<file path="config.mk">
export PLATFORM = sky130hd
export DESIGN_NAME = axi_burst_beat_gen_flat
export DESIGN_NICKNAME = d
export VERILOG_FILES = /design/src/rtl/axi_pkg.sv /design/src/rtl/axi_burst_beat_gen_if.sv /design/src/rtl/axi_beat_step.sv /design/src/rtl/axi_burst_beat_gen.sv /design/src/flat_wrapper.sv
export SDC_FILE = /design/constraint.sdc
export NUM_CORES = 1
export LEC_CHECK = 0
export ABC_CLOCK_PERIOD_IN_PS = 5500
export CAP_MARGIN = 10
export CORE_ASPECT_RATIO = 1.1
export CORE_MARGIN = 3
export CORE_UTILIZATION = 30
export CTS_CLUSTER_SIZE = 16
export DETAILED_ROUTE_END_ITERATION = 10
export PLACE_DENSITY = 0.47
export SLEW_MARGIN = 25
export SYNTH_ARGS = -nofsm -noshare
export SYNTH_HDL_FRONTEND = slang
export SYNTH_SLANG_ARGS = --single-unit
</file>
<file path="constraint.sdc">
create_clock -name aclk_i -period 5.5 [get_ports aclk_i]
set_clock_uncertainty 0.15 [all_clocks]
set_input_delay 1.65 -clock aclk_i [delete_from_list [all_inputs] [get_ports aclk_i]]
set_output_delay 1.65 -clock aclk_i [all_outputs]
set_load 0.01 [all_outputs]
</file>
<file path="src/rtl/axi_pkg.sv">
// Shared AXI types for the burst-to-beat generator: burst encoding,
// 4 KB page constant and the queued command record.
package axi_pkg;

    typedef enum logic [1:0] {
        BURST_FIXED = 2'd0,
        BURST_INCR  = 2'd1,
        BURST_WRAP  = 2'd2,
        BURST_RSVD  = 2'd3
    } burst_e;

    // INCR bursts may not cross a 2^AXI_PAGE_BITS byte boundary.
    localparam int AXI_PAGE_BITS = 12;

    // Widest address the command record can carry; narrower buses zero-extend.
    localparam int AXI_CMD_ADDR_W = 64;

    typedef struct packed {
        logic [AXI_CMD_ADDR_W-1:0] addr;
        logic [2:0]                size;
        burst_e                    burst;
        logic [7:0]                len;
    } axi_cmd_t;

endpackage

</file>
<file path="src/rtl/axi_burst_beat_gen_if.sv">
// Command and beat-request bundle of the burst-to-beat generator.
// The slave modport is the generator, the master modport its environment.
interface axi_burst_beat_gen_if #(
    parameter int ADDR_WIDTH = 32,
    parameter int DATA_WIDTH = 32
);
    logic [ADDR_WIDTH-1:0]   addr_i;
    logic [2:0]              asize_i;
    logic [1:0]              aburst_i;
    logic [7:0]              alen_i;
    logic                    avalid_i;
    logic                    aready_o;
    logic [ADDR_WIDTH-1:0]   beat_addr_o;
    logic [DATA_WIDTH/8-1:0] beat_strb_o;
    logic [7:0]              beat_idx_o;
    logic                    beat_last_o;
    logic                    beat_err_o;
    logic                    beat_valid_o;
    logic                    beat_ready_i;

    modport slave (
        input  addr_i, asize_i, aburst_i, alen_i, avalid_i, beat_ready_i,
        output aready_o, beat_addr_o, beat_strb_o, beat_idx_o,
               beat_last_o, beat_err_o, beat_valid_o
    );

    modport master (
        output addr_i, asize_i, aburst_i, alen_i, avalid_i, beat_ready_i,
        input  aready_o, beat_addr_o, beat_strb_o, beat_idx_o,
               beat_last_o, beat_err_o, beat_valid_o
    );
endinterface

</file>
<file path="src/rtl/axi_beat_step.sv">
// Combinational beat arithmetic: next address and lane mask for the burst
// in flight, plus first-beat lane mask and legality of the queue head.
module axi_beat_step
    import axi_pkg::*;
#(
    parameter int ADDR_WIDTH = 32,
    parameter int DATA_WIDTH = 32
) (
    input  logic [ADDR_WIDTH-1:0]    cur_addr_i,
    input  logic [2:0]               cur_size_i,
    input  burst_e                   cur_burst_i,
    input  logic [7:0]               cur_len_i,
    input  logic [AXI_PAGE_BITS-1:0] head_addr_i,
    input  logic [2:0]               head_size_i,
    input  burst_e                   head_burst_i,
    input  logic [7:0]               head_len_i,
    output logic [ADDR_WIDTH-1:0]    nxt_addr_o,
    output logic [DATA_WIDTH/8-1:0]  nxt_strb_o,
    output logic [DATA_WIDTH/8-1:0]  head_strb_o,
    output logic                     head_err_o
);
    localparam int STRB_W = DATA_WIDTH / 8;
    localparam int LG     = $clog2(STRB_W);

    // Sizes wider than the bus are treated as a full-bus beat.
    function automatic logic [2:0] clamp_size(input logic [2:0] s);
        return ({29'd0, s} > 32'(LG)) ? 3'(LG) : s;
    endfunction

    // Total bytes of the burst: (len+1) << size, 9-bit beat count shifted.
    function automatic logic [12:0] burst_span(input logic [7:0] len, input logic [2:0] s);
        logic [8:0] beats;
        beats = {1'b0, len} + 9'd1;
        return {4'd0, beats} << s;
    endfunction

    // Lanes from the address offset to the end of its size-aligned container.
    function automatic logic [STRB_W-1:0] lane_mask(input logic [11:0] a, input logic [2:0] s);
        logic [12:0]       off, b, hi;
        logic [STRB_W-1:0] m;
        b   = 13'd1 << s;
        off = {1'b0, a} & 13'(STRB_W - 1);
        hi  = (off & ~(b - 13'd1)) + b;
        for (int i = 0; i < STRB_W; i++) begin
            m[i] = (13'(i) >= off) && (13'(i) < hi);
        end
        return m;
    endfunction

    logic [2:0]  c_sz, h_sz;
    logic [12:0] c_b, c_al, c_inc, c_wm, h_b, h_al, h_span;
    logic        h_wrap_ok;

    // Next beat address and lanes for the burst in flight.
    always_comb begin
        c_sz  = clamp_size(cur_size_i);
        c_b   = 13'd1 << c_sz;
        c_al  = {1'b0, cur_addr_i[11:0]} & ~(c_b - 13'd1);
        c_inc = c_al + c_b;
        c_wm  = burst_span(cur_len_i, c_sz) - 13'd1;
        nxt_addr_o = cur_addr_i;
        case (cur_burst_i)
            BURST_FIXED: nxt_addr_o = cur_addr_i;
            BURST_WRAP:  nxt_addr_o = (cur_addr_i & ~ADDR_WIDTH'(c_wm)) | ADDR_WIDTH'(c_inc & c_wm);
            default:     nxt_addr_o[11:0] = c_inc[11:0];
        endcase
        nxt_strb_o = lane_mask(nxt_addr_o[11:0], c_sz);
    end

    // First-beat lanes and legality of the command waiting at the queue head.
    always_comb begin
        h_sz      = clamp_size(head_size_i);
        h_b       = 13'd1 << h_sz;
        h_al      = {1'b0, head_addr_i} & ~(h_b - 13'd1);
        h_span    = burst_span(head_len_i, h_sz);
        h_wrap_ok = (head_len_i == 8'd1) || (head_len_i == 8'd3) ||
                    (head_len_i == 8'd7) || (head_len_i == 8'd15);
        head_strb_o = lane_mask(head_addr_i, h_sz);
        head_err_o  = (head_burst_i == BURST_RSVD) ||
                      ((head_burst_i == BURST_WRAP) && !h_wrap_ok) ||
                      ((head_burst_i == BURST_FIXED) && (head_len_i > 8'd15)) ||
                      ({29'd0, head_size_i} > 32'(LG)) ||
                      ((head_burst_i == BURST_INCR) && ((h_al + h_span) > 13'd4096));
    end
endmodule

</file>
<file path="src/rtl/axi_burst_beat_gen.sv">
// AXI4 burst-to-beat address generator: queues AR/AW commands and expands
// each into per-beat SRAM requests, one beat per cycle, with no bubble
// between consecutive bursts.
module axi_burst_beat_gen
    import axi_pkg::*;
#(
    parameter int ADDR_WIDTH = 32,
    parameter int DATA_WIDTH = 32,
    parameter int CMD_DEPTH  = 2
) (
    input  logic                aclk_i,
    input  logic                areset_i,
    axi_burst_beat_gen_if.slave bus
);
    localparam int STRB_W = DATA_WIDTH / 8;
    localparam int PTR_W  = $clog2(CMD_DEPTH);
    localparam int CNT_W  = PTR_W + 1;

    typedef enum logic {ST_IDLE, ST_BURST} state_e;

    axi_cmd_t                  mem_q [CMD_DEPTH];
    logic [PTR_W-1:0]          wr_ptr_q, rd_ptr_q;
    logic [CNT_W-1:0]          cnt_q;
    logic                      q_full, q_empty, push, pop, beat_hs;
    axi_cmd_t                  cmd_in, head_cmd;
    logic [AXI_CMD_ADDR_W-1:0] unused_head_addr;

    state_e                    state_q;
    logic [ADDR_WIDTH-1:0]     beat_addr_q;
    logic [STRB_W-1:0]         beat_strb_q;
    logic [7:0]                beat_idx_q;
    logic                      beat_last_q, beat_err_q, beat_valid_q;
    logic [2:0]                cur_size_q;
    burst_e                    cur_burst_q;
    logic [7:0]                cur_len_q;

    logic [ADDR_WIDTH-1:0]     nxt_addr_d;
    logic [STRB_W-1:0]         nxt_strb_d, head_strb_d;
    logic                      head_err_d;

    assign q_full   = (cnt_q == CNT_W'(CMD_DEPTH));
    assign q_empty  = (cnt_q == '0);
    assign push     = bus.avalid_i & ~q_full;
    assign beat_hs  = beat_valid_q & bus.beat_ready_i;
    // The head is consumed when idle, or in the same edge the last beat
    // retires; a command pushed in that edge is not visible until the next.
    assign pop      = ~q_empty & ((state_q == ST_IDLE) | (beat_hs & beat_last_q));

    assign cmd_in.addr  = AXI_CMD_ADDR_W'(bus.addr_i);
    assign cmd_in.size  = bus.asize_i;
    assign cmd_in.burst = burst_e'(bus.aburst_i);
    assign cmd_in.len   = bus.alen_i;
    assign head_cmd     = mem_q[rd_ptr_q];
    assign unused_head_addr = head_cmd.addr;

    // Command storage; contents are qualified by the pointers so need no reset.
    always_ff @(posedge aclk_i) begin
        if (push) mem_q[wr_ptr_q] <= cmd_in;
    end

    // Queue pointers and occupancy.
    always_ff @(posedge aclk_i or posedge areset_i) begin
        if (areset_i) begin
            wr_ptr_q <= '0;
            rd_ptr_q <= '0;
            cnt_q    <= '0;
        end else begin
            if (push) wr_ptr_q <= wr_ptr_q + PTR_W'(1);
            if (pop)  rd_ptr_q <= rd_ptr_q + PTR_W'(1);
            case ({push, pop})
                2'b10:   cnt_q <= cnt_q + CNT_W'(1);
                2'b01:   cnt_q <= cnt_q - CNT_W'(1);
                default: cnt_q <= cnt_q;
            endcase
        end
    end

    axi_beat_step #(
        .ADDR_WIDTH (ADDR_WIDTH),
        .DATA_WIDTH (DATA_WIDTH)
    ) u_step (
        .cur_addr_i   (beat_addr_q),
        .cur_size_i   (cur_size_q),
        .cur_burst_i  (cur_burst_q),
        .cur_len_i    (cur_len_q),
        .head_addr_i  (head_cmd.addr[AXI_PAGE_BITS-1:0]),
        .head_size_i  (head_cmd.size),
        .head_burst_i (head_cmd.burst),
        .head_len_i   (head_cmd.len),
        .nxt_addr_o   (nxt_addr_d),
        .nxt_strb_o   (nxt_strb_d),
        .head_strb_o  (head_strb_d),
        .head_err_o   (head_err_d)
    );

    // Burst FSM: load a command, step through its beats, chain into the next.
    always_ff @(posedge aclk_i or posedge areset_i) begin
        if (areset_i) begin
            state_q      <= ST_IDLE;
            beat_valid_q <= 1'b0;
            beat_last_q  <= 1'b0;
            beat_err_q   <= 1'b0;
            beat_addr_q  <= '0;
            beat_strb_q  <= '0;
            beat_idx_q   <= '0;
            cur_size_q   <= '0;
            cur_burst_q  <= BURST_FIXED;
            cur_len_q    <= '0;
        end else if (pop) begin
            state_q      <= ST_BURST;
            beat_valid_q <= 1'b1;
            beat_addr_q  <= head_cmd.addr[ADDR_WIDTH-1:0];
            beat_strb_q  <= head_strb_d;
            beat_idx_q   <= '0;
            beat_last_q  <= (head_cmd.len == 8'd0);
            beat_err_q   <= head_err_d;
            cur_size_q   <= head_cmd.size;
            cur_burst_q  <= head_cmd.burst;
            cur_len_q    <= head_cmd.len;
        end else if (beat_hs && !beat_last_q) begin
            beat_addr_q  <= nxt_addr_d;
            beat_strb_q  <= nxt_strb_d;
            beat_idx_q   <= beat_idx_q + 8'd1;
            beat_last_q  <= ((beat_idx_q + 8'd1) == cur_len_q);
        end else if (beat_hs) begin
            state_q      <= ST_IDLE;
            beat_valid_q <= 1'b0;
        end
    end

    assign bus.aready_o     = ~q_full;
    assign bus.beat_addr_o  = beat_addr_q;
    assign bus.beat_strb_o  = beat_strb_q;
    assign bus.beat_idx_o   = beat_idx_q;
    assign bus.beat_last_o  = beat_last_q;
    assign bus.beat_err_o   = beat_err_q;
    assign bus.beat_valid_o = beat_valid_q;
endmodule

</file>
<file path="src/flat_wrapper.sv">
// flat-port wrapper written by rule: the top's interface ports become plain ports
module axi_burst_beat_gen_flat import axi_pkg::*;
#(
    parameter int ADDR_WIDTH = 32,
    parameter int DATA_WIDTH = 32,
    parameter int CMD_DEPTH  = 2
)
  (aclk_i, areset_i, bus_addr_i, bus_asize_i, bus_aburst_i, bus_alen_i, bus_avalid_i, bus_beat_ready_i, bus_aready_o, bus_beat_addr_o, bus_beat_strb_o, bus_beat_idx_o, bus_beat_last_o, bus_beat_err_o, bus_beat_valid_o);
  axi_burst_beat_gen_if #(.ADDR_WIDTH(ADDR_WIDTH), .DATA_WIDTH(DATA_WIDTH)) bus_i ();
  input  logic aclk_i;
  input  logic areset_i;
  input wire logic [$bits(bus_i.addr_i)-1:0] bus_addr_i;
  input wire logic [$bits(bus_i.asize_i)-1:0] bus_asize_i;
  input wire logic [$bits(bus_i.aburst_i)-1:0] bus_aburst_i;
  input wire logic [$bits(bus_i.alen_i)-1:0] bus_alen_i;
  input wire logic [$bits(bus_i.avalid_i)-1:0] bus_avalid_i;
  input wire logic [$bits(bus_i.beat_ready_i)-1:0] bus_beat_ready_i;
  output wire logic [$bits(bus_i.aready_o)-1:0] bus_aready_o;
  output wire logic [$bits(bus_i.beat_addr_o)-1:0] bus_beat_addr_o;
  output wire logic [$bits(bus_i.beat_strb_o)-1:0] bus_beat_strb_o;
  output wire logic [$bits(bus_i.beat_idx_o)-1:0] bus_beat_idx_o;
  output wire logic [$bits(bus_i.beat_last_o)-1:0] bus_beat_last_o;
  output wire logic [$bits(bus_i.beat_err_o)-1:0] bus_beat_err_o;
  output wire logic [$bits(bus_i.beat_valid_o)-1:0] bus_beat_valid_o;
  assign bus_i.addr_i = bus_addr_i;
  assign bus_i.asize_i = bus_asize_i;
  assign bus_i.aburst_i = bus_aburst_i;
  assign bus_i.alen_i = bus_alen_i;
  assign bus_i.avalid_i = bus_avalid_i;
  assign bus_i.beat_ready_i = bus_beat_ready_i;
  assign bus_aready_o = bus_i.aready_o;
  assign bus_beat_addr_o = bus_i.beat_addr_o;
  assign bus_beat_strb_o = bus_i.beat_strb_o;
  assign bus_beat_idx_o = bus_i.beat_idx_o;
  assign bus_beat_last_o = bus_i.beat_last_o;
  assign bus_beat_err_o = bus_i.beat_err_o;
  assign bus_beat_valid_o = bus_i.beat_valid_o;
  axi_burst_beat_gen #(.ADDR_WIDTH(ADDR_WIDTH), .DATA_WIDTH(DATA_WIDTH), .CMD_DEPTH(CMD_DEPTH)) u_core (.aclk_i(aclk_i), .areset_i(areset_i), .bus(bus_i));
endmodule
</file>
==> summary.md <==
| Metric | Value |
|---|---|
| Worst reg-to-reg setup slack | 0.95 ns |
| Area enclosed by the die boundary | 29540 um2 |
| Number of CTS-inserted buffers | 17 |
| Commonest cells after routing, fill and taps aside | 96 x clkdlybuf4s50_1, 90 x edfxtp_1, 87 x nand2_1 |
| Status | finished clean |
| Synth Net Count | 851 |
| Slew margin rel. | 44.98% |
| Clock-pin transition on the worst setup and hold timing paths | 0.07 ns |
| TritonRoute pass-1 iters | 4 |
| Flip-flop cell with the highest count after synthesis | edfxtp_1 |
| Number of clock sinks seen by CTS | 154 |
| Ratio of cells with drive above 1 in the final layout | 8.000% |
| Number of enable flip-flop cells after synthesis | 90 |
| H-tree depth reported by CTS | 4 |
| WHS Path Cells | 2 |
| Area Growth Syn to Fin | 23.24% |
| Worst skew pair latency | 0.42 ns |
| Min-Delay Startpoint | u_core.bus.beat_addr_o[19] |
| Number of distinct library cells after synthesis | 74 |
| Number of vias per cell | 4.946 |
| Worst path max stage delay | 0.51 ns |
| Instance area at placement | 9560 um2 |
| # placed instances | 1200 |
| Flip-flop and latch count after synthesis | 154 |
| Routed len/inst | 17.84 um |
| Final count of hold timing violations | 0 |
| Grt total ovfl | 0 |
| Crit-path leading delay family | compound AO/OA/AOI/OAI gates |
| Min Clock Period, post-route | 4.555 ns |
| Share of the core filled with cells | 37.62% |
| Max-slew violations | 0 |
| Antenna violations before repair | 1 |
| Hold/Removal Path Class | flip-flop to flip-flop |
| Row count | 63 |
| Buf/Inv on CP | 1 |
| Category of the most critical setup path | flip-flop to flip-flop |
| TritonCTS clock tree | built |
| Power consumption | 5.947 mW |
| Number of instances resized during post-cts repair | 0 |
| CTS Hold Buffers Added | 0 |
| Initial core utilization | 30.52% |
| Most common cell after layout, fill and taps aside | clkdlybuf4s50_1 |
| Clock Tree Buf Depth | 2 |
| Width of the die | 164.1 um |
| Core region area | 27040 um2 |
| Leak pwr | 3.898 nW |
| Antenna viol nets, final | 0 |
| Setup repair after global routing missed its margin | no |
| Share of synthesized area occupied by flip-flops and latches | 52.15% |
| Number of nets in the finished design | 935 |
| Pin count of the biggest net entering global routing | 83 |
| Total wirelength of the detailed-routed design | 21.98 mm |
| Tot GR Track Use | 15.09% |
| HPWL after detailed placement | 15.64 mm |
| Filler-free cell count of the finished design | 1232 |
| Worst voltage drop across the vdd grid | 232.7 uV |
| Count of inserted antenna diode cells | 0 |
| Yosys warns | 0 |
| Syn_area_per_cell | 10.61 um2 |
| Source of the worst register-to-register timing path | u_core.rd_ptr_q |
| Number of setup violations in the final report | 0 |
| WHS Endpoint | u_core.bus.beat_addr_o[19] |
| Max-Cap Viols | 0 |
| Tightest Pin Transition | 0.8024 ns |
| Data required time of the worst path | 5.64 ns |
| Root buffer selected by CTS | clkbuf_16 |
| IO Count | 97 |
| Tightest hold margin | 0.3349 ns |
| Number of setup buffers added after CTS | 0 |
| Critical path fanouts, max | 13 |
| DRT iter0 DRCs | 328 |
| Post-synth ARST share | 41.56% |
| Post-route DRC | 0 |
| Synthesized netlist cell count | 778 |
| Placement Setup Slack | 0.9694 ns |
| Least setup slack across all paths after layout | 0.9454 ns |
| Standard cell with the maximum stage delay on the critical path | dfrtp_2 |
| Vias in the first global route | 6041 |
| Finished layout cell area | 10170 um2 |
| Via Count | 6094 |
| Crit share post-route | 82.81% |
| Die Span Y | 180.0 um |
| Synthesized area | 8253 um2 |
| Crit start category | flip-flop |
| Kind of capture point of the worst setup path | flip-flop |
| Post-route setup TNS | 0 ns |
| Global-route wire length before repair | 34.63 mm |
| Last weighted congestion value of the routability-driven placer | 0.7914 |
| # port buffers | 96 |
| Power density over cell area | 584.7 nW/um2 |
| Peak Freq | 219.6 MHz |
| Worst reg-to-reg path cell count | 14 |
| Arrival time of the worst setup path | 4.69 ns |
| List of cells traversed by the critical path | mux2i_1 > inv_1 > ha_1 > xnor2_1 > mux2i_1 > o21ai_0 > ha_1 > a21o_1 > a21oi_1 > o21ai_0 > o41a_1 > or3_1 > a2111oi_0 > a211oi_1 |
| Critical R2R Capture | u_core.bus.beat_err_o |
how the worst max path moves through the flow:
| stage | slack, ns | startpoint | cells after the start | to |
|---|---|---|---|---|
| floorplan | 1.16 | u_core.rd_ptr_q | 16 | u_core.bus.beat_err_o |
| detailed placement | 0.97 | u_core.rd_ptr_q | 14 | u_core.bus.beat_err_o |
| finish | 0.95 | u_core.rd_ptr_q | 14 | u_core.bus.beat_err_o |
| CTS | 0.94 | u_core.rd_ptr_q | 14 | u_core.bus.beat_err_o |
| global placement | 1.15 | u_core.rd_ptr_q | 14 | u_core.bus.beat_err_o |
| global route | 0.55 | u_core.rd_ptr_q | 14 | u_core.bus.beat_err_o |
where the power goes:
part	internal, mW	leakage, nW	switching (mW)
combinational	1.21	1.99	1.58
clock	0.622	0.296	0.563
sequential	1.61	1.61	0.360
per-layer routing:
metal | vias to the layer above | track usage [%] | share of wire [%]
met2 | 117 | 24.32 | 47
met3 | 25 | 2.996 | 3.8
met4 | 2 | 3.993 | 1.5
met5 | - | 0 | 0.091
met1 | 2909 | 20.72 | 47
li1 | 3041 | - | -
layout make-up:
| type | instances | area [um2] |
|---|---|---|
| Clock inverter | 15 | 185.2 |
| Clock buffer | 17 | 425.4 |
| Inverter | 19 | 71.32 |
| Fill cell | 2668 | 16870 |
| Timing Repair Buffer | 107 | 1044 |
| Tap cell | 357 | 446.7 |
| Multi-Input combinational cell | 563 | 3694 |
| Sequential cell | 154 | 4305 |
registers in the layout, summed over array words and instances, names as in the netlist, 2 cells and up, named ones only:
register / count
u_core.mem_q: 90
u_core.bus.beat_addr_o: 31
u_core.bus.beat_idx_o: 8
u_core.cur_len_q: 8
u_core.bus.beat_strb_o: 4
u_core.cur_size_q: 3
u_core.cnt_q: 2
u_core.cur_burst_q: 2
synthesized netlist by cell type (8+ instances only):
cell type | n | share of area, %
xor2_1 | 24 | 2.5
a211oi_1 | 9 | 0.82
edfxtp_1 | 90 | 33
dfrtp_1 | 64 | 19
nor2_1 | 50 | 2.3
and2_1 | 8 | 0.61
ha_1 | 22 | 3.3
mux2_2 | 13 | 1.8
mux2i_1 | 40 | 4.9
nand3_1 | 24 | 1.5
xnor2_1 | 21 | 2.2
buf_2 | 10 | 0.61
nor3_1 | 22 | 1.3
inv_1 | 19 | 0.86
o21ai_0 | 73 | 4.4
a21oi_1 | 33 | 2.0
clkbuf_1 | 23 | 1.0
nand2_1 | 87 | 4.0
nand2b_1 | 8 | 0.61
a21o_1 | 9 | 0.82
cell families (layout without fill, tap and decap cells):
family,Yosys count,count (layout),share of synthesized area [%]
other,1,1,0.04544
AO/OA/AOI/OAI,193,193,15.10
XOR/XNOR,45,45,4.776
buffers and inverters,61,158,3.199
multiplexers,53,53,6.625
flip-flops,154,154,52.15
AND/OR/NAND/NOR,247,247,14.28
adder cells (fa/ha/maj),24,24,3.820
worst min-delay path, delay by kind of cell, from the launching register on:
family	cells	cell delay, ns
AOI/OAI and AO/OA	1	0.06
and+or+nand+nor	1	0.05
DFF	1	0.35
Power figures use the tool's default switching activity.
